[src/rtl/ifetcher_pkg.sv]
//==============================================================================
// Module : ifetcher_pkg
// Brief  : Shared types and constants for the instruction fetch request path.
// Config : IFETCH_RSP_ERR_EN adds one response-error bit to each buffer entry.
// Rev    : 1.0 - initial release
//==============================================================================
`default_nettype none

package ifetcher_pkg;

  typedef enum logic [0:0] {
    RUN   = 1'b0,
    FLUSH = 1'b1
  } fetchState_t;

  localparam int DEF_PCW = 32;
  localparam int DEF_IW  = 32;

`ifdef IFETCH_RSP_ERR_EN
  localparam int ERR_W = 1;
`else
  localparam int ERR_W = 0;
`endif

  // Buffer entry layout, MSB first: {err (optional), instruction, pc}
  function automatic int entryWidth(input int pcw, input int iw);
    return iw + pcw + ERR_W;
  endfunction

  localparam int ENTRY_W = entryWidth(DEF_PCW, DEF_IW);

endpackage

`default_nettype wire

[src/rtl/ifetcher_req_ctrl_if.sv]
//==============================================================================
// Module : ifetcher_req_ctrl_if
// Brief  : PC, memory request/response and decode-side signals of the fetcher.
// Config : IFETCH_RSP_ERR_EN adds iRspErr / oInstErr.
// Rev    : 1.0 - initial release
//==============================================================================
`default_nettype none

interface ifetcher_req_ctrl_if
  import ifetcher_pkg::*;
#(
  parameter int PCW = DEF_PCW,
  parameter int IW  = DEF_IW
);

  logic [PCW-1:0] iPC;
  logic           oNext;
  logic           iJumpVld;
  logic           oReqVld;
  logic [PCW-1:0] oReqAddr;
  logic           iReqRdy;
  logic           iRspVld;
  logic [IW-1:0]  iRspData;
  logic           oInstVld;
  logic [IW-1:0]  oInst;
  logic [PCW-1:0] oInstPC;
  logic           iInstRdy;
`ifdef IFETCH_RSP_ERR_EN
  logic           iRspErr;
  logic           oInstErr;
`endif

  // Environment side: PC controller, memory and decode
  modport master (
`ifdef IFETCH_RSP_ERR_EN
    output iRspErr,
    input  oInstErr,
`endif
    output iPC, iJumpVld, iReqRdy, iRspVld, iRspData, iInstRdy,
    input  oNext, oReqVld, oReqAddr, oInstVld, oInst, oInstPC
  );

  // Fetcher side
  modport slave (
`ifdef IFETCH_RSP_ERR_EN
    input  iRspErr,
    output oInstErr,
`endif
    input  iPC, iJumpVld, iReqRdy, iRspVld, iRspData, iInstRdy,
    output oNext, oReqVld, oReqAddr, oInstVld, oInst, oInstPC
  );

endinterface

`default_nettype wire

[src/rtl/ifetcher_inst_buf.sv]
//==============================================================================
// Module : ifetcher_inst_buf
// Brief  : Synchronous FIFO with clear, occupancy count and registered head.
// Rev    : 1.0 - initial release
//==============================================================================
`default_nettype none

module ifetcher_inst_buf #(
  parameter int WIDTH = 8,
  parameter int DEPTH = 4
) (
  input  wire logic                   iClk,
  input  wire logic                   iResetn,
  input  wire logic                   iPush,
  input  wire logic [WIDTH-1:0]       iPushData,
  input  wire logic                   iPop,
  input  wire logic                   iClear,
  output logic      [WIDTH-1:0]       oHead,
  output logic                        oEmpty,
  output logic      [$clog2(DEPTH):0] oCount
);

  localparam int c_ptrW = (DEPTH > 1) ? $clog2(DEPTH) : 1;
  localparam int c_cntW = $clog2(DEPTH) + 1;
  localparam logic [c_ptrW-1:0] c_lastPtr = c_ptrW'(DEPTH - 1);
  localparam logic [c_cntW-1:0] c_depth   = c_cntW'(DEPTH);

  logic [WIDTH-1:0]  r_mem [DEPTH];
  logic [c_ptrW-1:0] r_rdPtr;
  logic [c_ptrW-1:0] r_wrPtr;
  logic [c_cntW-1:0] r_count;
  logic              w_full;
  logic              w_doPop;
  logic              w_doPush;

  function automatic logic [c_ptrW-1:0] ptrInc(input logic [c_ptrW-1:0] p);
    return (p == c_lastPtr) ? '0 : p + c_ptrW'(1);
  endfunction

  assign w_full   = (r_count == c_depth);
  assign oEmpty   = (r_count == '0);
  // A pop frees the slot first, so a push into a full FIFO is legal alongside it
  assign w_doPop  = iPop && !oEmpty;
  assign w_doPush = iPush && (!w_full || w_doPop);

  always_ff @(posedge iClk) begin
    if (!iResetn) begin
      for (int i = 0; i < DEPTH; i++) begin
        r_mem[i] <= '0;
      end
      r_rdPtr <= '0;
      r_wrPtr <= '0;
      r_count <= '0;
    end else if (iClear) begin
      r_rdPtr <= '0;
      r_wrPtr <= '0;
      r_count <= '0;
    end else begin
      if (w_doPush) begin
        r_mem[r_wrPtr] <= iPushData;
        r_wrPtr        <= ptrInc(r_wrPtr);
      end
      if (w_doPop) begin
        r_rdPtr <= ptrInc(r_rdPtr);
      end
      r_count <= r_count + c_cntW'(w_doPush) - c_cntW'(w_doPop);
    end
  end

  assign oHead  = r_mem[r_rdPtr];
  assign oCount = r_count;

endmodule

`default_nettype wire

[src/rtl/ifetcher_req_ctrl.sv]
//==============================================================================
// Module : ifetcher_req_ctrl
// Brief  : Credit-limited in-order fetch requester with instruction buffer and
//          jump flush of in-flight responses.
// Config : IFETCH_RSP_ERR_EN carries a response-error bit through the buffer.
// Rev    : 1.0 - initial release
//==============================================================================
`default_nettype none

module ifetcher_req_ctrl
  import ifetcher_pkg::*;
#(
  parameter int PCW    = DEF_PCW,
  parameter int IW     = DEF_IW,
  parameter int FDEPTH = 4,
  parameter int OUTSTD = 2
) (
  input wire logic          iClk,
  input wire logic          iResetn,
  ifetcher_req_ctrl_if.slave bus
);

  localparam int c_cntW   = $clog2(FDEPTH) + 1;
  localparam int c_qCntW  = $clog2(OUTSTD) + 1;
  localparam int c_entryW = entryWidth(PCW, IW);
  localparam logic [c_cntW-1:0] c_outstd = c_cntW'(OUTSTD);
  localparam logic [c_cntW:0]   c_fdepth = (c_cntW + 1)'(FDEPTH);

  fetchState_t         r_state;
  fetchState_t         w_stateNext;
  logic [c_cntW-1:0]   r_outst;
  logic [c_cntW-1:0]   w_outstNext;
  logic [c_cntW-1:0]   r_drop;
  logic [c_cntW-1:0]   w_dropNext;

  logic [c_cntW:0]     w_inFlight;
  logic                w_reqVld;
  logic                w_accept;
  logic                w_rspDec;
  logic                w_rspTake;
  logic                w_bufPop;
  logic                w_bufEmpty;
  logic [c_cntW-1:0]   w_bufCount;
  logic [c_entryW-1:0] w_bufHead;
  logic [c_entryW-1:0] w_bufPushData;
  logic [PCW-1:0]      w_pcqHead;
  logic                w_pcqEmpty;
  logic [c_qCntW-1:0]  w_pcqCount;

  // Every request is issued only with a buffer slot reserved for its response
  assign w_inFlight = {1'b0, r_outst} + {1'b0, w_bufCount};
  assign w_reqVld   = iResetn && (r_state == RUN) && !bus.iJumpVld &&
                      (r_outst < c_outstd) && (w_inFlight < c_fdepth);
  assign w_accept   = w_reqVld && bus.iReqRdy;
  assign w_rspDec   = bus.iRspVld && (r_outst != '0);
  assign w_rspTake  = bus.iRspVld && (r_state == RUN) && !bus.iJumpVld;
  assign w_bufPop   = !w_bufEmpty && bus.iInstRdy;

  assign bus.oReqVld  = w_reqVld;
  assign bus.oNext    = w_accept;
  assign bus.oReqAddr = bus.iPC;

`ifdef IFETCH_RSP_ERR_EN
  assign w_bufPushData = {bus.iRspErr, bus.iRspData, w_pcqHead};
  assign bus.oInstErr  = w_bufHead[PCW+IW];
`else
  assign w_bufPushData = {bus.iRspData, w_pcqHead};
`endif

  assign bus.oInstVld = !w_bufEmpty;
  assign bus.oInst    = w_bufHead[PCW +: IW];
  assign bus.oInstPC  = w_bufHead[PCW-1:0];

  ifetcher_inst_buf #(
    .WIDTH (PCW),
    .DEPTH (OUTSTD)
  ) u_pcQueue (
    .iClk      (iClk),
    .iResetn   (iResetn),
    .iPush     (w_accept),
    .iPushData (bus.iPC),
    .iPop      (w_rspTake),
    .iClear    (bus.iJumpVld),
    .oHead     (w_pcqHead),
    .oEmpty    (w_pcqEmpty),
    .oCount    (w_pcqCount)
  );

  ifetcher_inst_buf #(
    .WIDTH (c_entryW),
    .DEPTH (FDEPTH)
  ) u_instBuf (
    .iClk      (iClk),
    .iResetn   (iResetn),
    .iPush     (w_rspTake),
    .iPushData (w_bufPushData),
    .iPop      (w_bufPop),
    .iClear    (bus.iJumpVld),
    .oHead     (w_bufHead),
    .oEmpty    (w_bufEmpty),
    .oCount    (w_bufCount)
  );

  always_comb begin
    w_stateNext = r_state;
    w_outstNext = r_outst;
    w_dropNext  = r_drop;
    case (r_state)
      RUN: begin
        if (bus.iJumpVld) begin
          // A response landing in the jump cycle is already consumed
          w_outstNext = r_outst - c_cntW'(w_rspDec);
          w_dropNext  = w_outstNext;
          w_stateNext = (w_dropNext != '0) ? FLUSH : RUN;
        end else begin
          w_outstNext = r_outst + c_cntW'(w_accept) - c_cntW'(w_rspDec);
        end
      end
      FLUSH: begin
        if (w_rspDec) begin
          w_outstNext = r_outst - c_cntW'(1);
          if (r_drop != '0) begin
            w_dropNext = r_drop - c_cntW'(1);
          end
        end
        w_stateNext = (w_dropNext != '0) ? FLUSH : RUN;
      end
      default: w_stateNext = RUN;
    endcase
  end

  always_ff @(posedge iClk) begin
    if (!iResetn) begin
      r_state <= RUN;
      r_outst <= '0;
      r_drop  <= '0;
    end else begin
      r_state <= w_stateNext;
      r_outst <= w_outstNext;
      r_drop  <= w_dropNext;
    end
  end

  always_ff @(posedge iClk) begin
    if (iResetn) begin
      assert (!(bus.iRspVld && (r_outst == '0)));
      assert (!(w_rspTake && w_pcqEmpty));
      if (r_state == RUN) begin
        assert (c_cntW'(w_pcqCount) == r_outst);
      end
    end
  end

endmodule

`default_nettype wire

[src/flat_wrapper.sv]
// flat-port wrapper written by rule: the top's interface ports become plain ports
module ifetcher_req_ctrl_flat import ifetcher_pkg::*;
#(
  parameter int PCW    = DEF_PCW,
  parameter int IW     = DEF_IW,
  parameter int FDEPTH = 4,
  parameter int OUTSTD = 2
)
  (iClk, iResetn, bus_iPC, bus_iJumpVld, bus_iReqRdy, bus_iRspVld, bus_iRspData, bus_iInstRdy, bus_oNext, bus_oReqVld, bus_oReqAddr, bus_oInstVld, bus_oInst, bus_oInstPC);
  ifetcher_req_ctrl_if #(.PCW(PCW), .IW(IW)) bus_i ();
  input wire logic iClk;
  input wire logic iResetn;
  input wire logic [$bits(bus_i.iPC)-1:0] bus_iPC;
  input wire logic [$bits(bus_i.iJumpVld)-1:0] bus_iJumpVld;
  input wire logic [$bits(bus_i.iReqRdy)-1:0] bus_iReqRdy;
  input wire logic [$bits(bus_i.iRspVld)-1:0] bus_iRspVld;
  input wire logic [$bits(bus_i.iRspData)-1:0] bus_iRspData;
  input wire logic [$bits(bus_i.iInstRdy)-1:0] bus_iInstRdy;
  output wire logic [$bits(bus_i.oNext)-1:0] bus_oNext;
  output wire logic [$bits(bus_i.oReqVld)-1:0] bus_oReqVld;
  output wire logic [$bits(bus_i.oReqAddr)-1:0] bus_oReqAddr;
  output wire logic [$bits(bus_i.oInstVld)-1:0] bus_oInstVld;
  output wire logic [$bits(bus_i.oInst)-1:0] bus_oInst;
  output wire logic [$bits(bus_i.oInstPC)-1:0] bus_oInstPC;
  assign bus_i.iPC = bus_iPC;
  assign bus_i.iJumpVld = bus_iJumpVld;
  assign bus_i.iReqRdy = bus_iReqRdy;
  assign bus_i.iRspVld = bus_iRspVld;
  assign bus_i.iRspData = bus_iRspData;
  assign bus_i.iInstRdy = bus_iInstRdy;
  assign bus_oNext = bus_i.oNext;
  assign bus_oReqVld = bus_i.oReqVld;
  assign bus_oReqAddr = bus_i.oReqAddr;
  assign bus_oInstVld = bus_i.oInstVld;
  assign bus_oInst = bus_i.oInst;
  assign bus_oInstPC = bus_i.oInstPC;
  ifetcher_req_ctrl #(.PCW(PCW), .IW(IW), .FDEPTH(FDEPTH), .OUTSTD(OUTSTD)) u_core (.iClk(iClk), .iResetn(iResetn), .bus(bus_i));
endmodule
[config.mk]
export PLATFORM = sky130hd
export DESIGN_NAME = ifetcher_req_ctrl_flat
export DESIGN_NICKNAME = d
export VERILOG_FILES = /design/src/rtl/ifetcher_pkg.sv /design/src/rtl/ifetcher_req_ctrl_if.sv /design/src/rtl/ifetcher_inst_buf.sv /design/src/rtl/ifetcher_req_ctrl.sv /design/src/flat_wrapper.sv
export SDC_FILE = /design/constraint.sdc
export NUM_CORES = 1
export LEC_CHECK = 0
export ABC_CLOCK_PERIOD_IN_PS = 8200
export CAP_MARGIN = 5
export CELL_PAD_IN_SITES_DETAIL_PLACEMENT = 0
export CELL_PAD_IN_SITES_GLOBAL_PLACEMENT = 1
export CORE_ASPECT_RATIO = 1.5
export CORE_MARGIN = 2
export CORE_UTILIZATION = 47
export DETAILED_ROUTE_END_ITERATION = 10
export PLACE_DENSITY_LB_ADDON = 0.1
export SYNTH_ARGS = -nofsm -noshare
export SYNTH_HDL_FRONTEND = slang
export SYNTH_SLANG_ARGS = --single-unit
[constraint.sdc]
create_clock -name iClk -period 8.2 [get_ports iClk]
set_input_delay 2.05 -clock iClk [delete_from_list [all_inputs] [get_ports iClk]]
set_output_delay 2.05 -clock iClk [all_outputs]
set_load 0.02 [all_outputs]
==> run_results.csv <==
group,metric,value,unit
clocking,insertion_delay,0.57,ns
floorplanning,die_w,150.2,µm
cells_and_area,nets,1209,
floorplanning,core,31730,µm²
worst_hold_path,min_from,"u_core.u_instBuf.r_rdPtr[1]",
sta,tightest_slew,1.043,ns
floorplanning,start_util,0.4746,
clocking,cts.hold.buffers_added,0,
routing,ant_nets,0,
routing,viasPerCell,5.201,
status,outcome,"completed",
floorplanning,dieHeight,223.2,µm
critical_path,crit_type,"in2out",
routing,drtIter0Drc,333,
sta,min_period,6.542,ns
routing,wl,31.11,mm
clocking,cts_resized,0,
critical_path,reg2regPathDepth,5,
logic_synthesis,synth_nets,1083,
global_route,antenna_found_initial,0,
sta,final.setup.worst_slack,1.658,ns
global_route,overflow,0,
floorplanning,ios,169,
logic_synthesis,ys_warn_count,0,
power_and_ir_drop,total_power,4.022,mW
power_and_ir_drop,leakage,6.331,nW
sta,fmax,152.9,MHz
cells_and_area,area_growth,18.82,%
clocking,cts_setup_buffers,0,
sta,hold_violations,0,
sta,slew-limit-headroom,0.3022,
logic_synthesis,yosys_most_used_dff,"edfxtp_1",
routing,wl_per_cell,20.01,µm
sta,rsz0062_at_grt,"no",
sta,final_max_slew_viol_count,0,
critical_path,r2r_slack,4.59,ns
logic_synthesis,ys_types,50,
global_route,grt_max_degree,55,
routing,drc,0,
logic_synthesis,syn_avg_cell_area,15.15,µm²
critical_path,start_kind,"input port",
critical_path,critPathMaxFanout,13,
logic_synthesis,yosysSeqAreaShare,0.6659,
clocking,cts_tree,"built",
cells_and_area,n_antenna_cell,0,
sta,setup_viol,0,
floorplanning,die-area,33520,µm²
worst_hold_path,min_path_type,"reg2reg",
flow_run,maxCapViolCount,0,
power_and_ir_drop,power_density,224.8,nW/µm²
logic_synthesis,synth_edf_count,320,
clocking,cts_sinks,341,
sta,min_period_over_period,0.7979,
global_route,gr-usage-all-layers,0.1891,
critical_path,rr_endpoint,"u_core.u_pcQueue.r_mem[0][15]",
clocking,cts-buffers-inserted,31,
clocking,clk_pin_slew,0.06,ns
logic_synthesis,syn_inst,994,
power_and_ir_drop,peakVddDrop,0.0001676,V
place,pre_cts_slack,1.613,ns
logic_synthesis,synth_seq_cells,341,
global_route,grt_pass1_wl,48.20,mm
critical_path,endpoint_kind,"output pin",
place,gp_congestion,0.7449,
sta,setup_tns,0,ns
routing,drtPass1Iterations,5,
place,hpwl,18.68,mm
cells_and_area,fin_util,0.5640,
sta,skew,0.01568,ns
critical_path,cp.required,6.15,ns
clocking,cts_buffer_depth,3,
clocking,root_buffer,"clkbuf_16",
sta,hold_slack,0.4841,ns
global_route,grt_pass1_vias,8677,
critical_path,arrival,4.49,ns
logic_synthesis,async_reset_ff_frac,0,
floorplanning,rows,80,
routing,dr_total_vias,8087,
clocking,ctsHtreeMaxLevel,1,
worst_hold_path,worstHoldPathCells,2,
logic_synthesis,syn_area,15060,µm²
cells_and_area,layout-drive-gt1-share,0.1249,
place,portBuffers,168,
critical_path,r2r-start,"u_core.r_outst[2]",
layer usage:
layer  part of all wire  GRT usage  routed length (µm)
met1               0.40     0.2241               12420
met2               0.55     0.3600               17000
met3              0.040    0.02393                1246
met4              0.014    0.04352                 443
met5                  0          0                   0
critical path: stages:
cell and delay [ns]:
clkdlybuf4s50_1 1.01, nor4b_4 0.41, nand3_2 0.28, inv_1 0.13, clkdlybuf4s50_1 0.61
cell usage after synthesis, types with 3 or more instances:
cell	count	area share
o211ai_1	3	0.0015
nor2_1	136	0.034
or3_1	4	0.0017
mux4_2	64	0.096
ha_1	17	0.014
o21ai_0	7	0.0023
nand2b_1	5	0.0021
nand2_1	14	0.0035
dfxtp_1	21	0.028
mux2i_1	35	0.023
clkbuf_2	7	0.0023
nor2b_1	4	0.0017
and2_1	195	0.081
buf_4	41	0.020
buf_1	5	0.0012
inv_1	20	0.0050
edfxtp_1	320	0.64
buf_2	9	0.0030
xnor2_1	6	0.0035
nor3_2	3	0.0020
a21oi_1	11	0.0037
nand3_1	3	0.0010
a31oi_1	5	0.0021
clkbuf_1	27	0.0067
report_power, final:
group          internal [mW]  switching (mW)
clock                  0.775           0.614
sequential              2.01          0.0513
combinational          0.254           0.318
total                   3.04           0.983
final cells by class:
type                       count  area, µm²
fill                        2533      13840
sequential                   341      10040
multi-input combinational    543       4514
timing repair buffer         182       1787
clock buffer                  42      837.1
tap                          410      513.0
clock inverter                16      126.4
inverter                      21      78.83
stage by stage:
| step | cell area (µm²) | cells |
|---|---|---|
| after floorplan | 15060 | 994 |
| after global placement | 16930 | 1497 |
| after detailed placement | 16930 | 1497 |
| after CTS | 17890 | 1555 |
| after global routing | 17890 | 1555 |
| final | 17890 | 1555 |
cells in the final DEF, fill, tap and decap left out, types with 4 or more instances in the layout:
master	synthesis	final
a21oi_1	11	11
a31oi_1	5	5
and2_1	195	195
buf_4	41	14
clkbuf_1	27	9
clkbuf_16	0	31
clkdlybuf4s50_1	0	168
clkinv_1	0	8
clkinv_2	0	4
dfxtp_1	21	18
edfxtp_1	320	320
ha_1	17	17
inv_1	20	20
mux2i_1	35	35
mux4_2	64	64
nand2_1	14	11
nor2_1	136	136
nor2b_1	4	4
o21ai_0	7	6
or3_1	4	4
xnor2_1	6	6
state kept, by name, indices dropped and copies added, names as in the netlist, named ones only:
signal and count:
u_core.u_pcQueue.r_rdPtr 1, u_core.r_outst 3, u_core.u_pcQueue.r_wrPtr 1, u_core.u_pcQueue.r_mem 64
u_core.u_instBuf.r_mem 256, u_core.u_instBuf.oCount 3, u_core.r_drop 3, u_core.u_instBuf.r_wrPtr 2
u_core.u_instBuf.r_rdPtr 2, u_core.r_state 1, u_core.u_pcQueue.oCount 2
cell families after synthesis:
family,synth area share
AO/OA/AOI/OAI,0.01570
XOR/XNOR,0.004071
adder cells (fa/ha/maj),0.01678
buffers and inverters,0.03896
flip-flops,0.6659
multiplexers,0.1190
AND/OR/NAND/NOR,0.1396
worst max-delay path by stage:
stage / start / endpoint
4_1_cts: iResetn / bus_oNext
3_5_place_dp: iResetn / bus_oNext
6_report: iResetn / bus_oNext
2_1_floorplan: bus_iRspVld / u_core.u_instBuf.r_mem[3][0]
3_3_place_gp: iResetn / bus_oNext
5_1_grt: iResetn / bus_oNext
(Power assumes the default switching activity.)
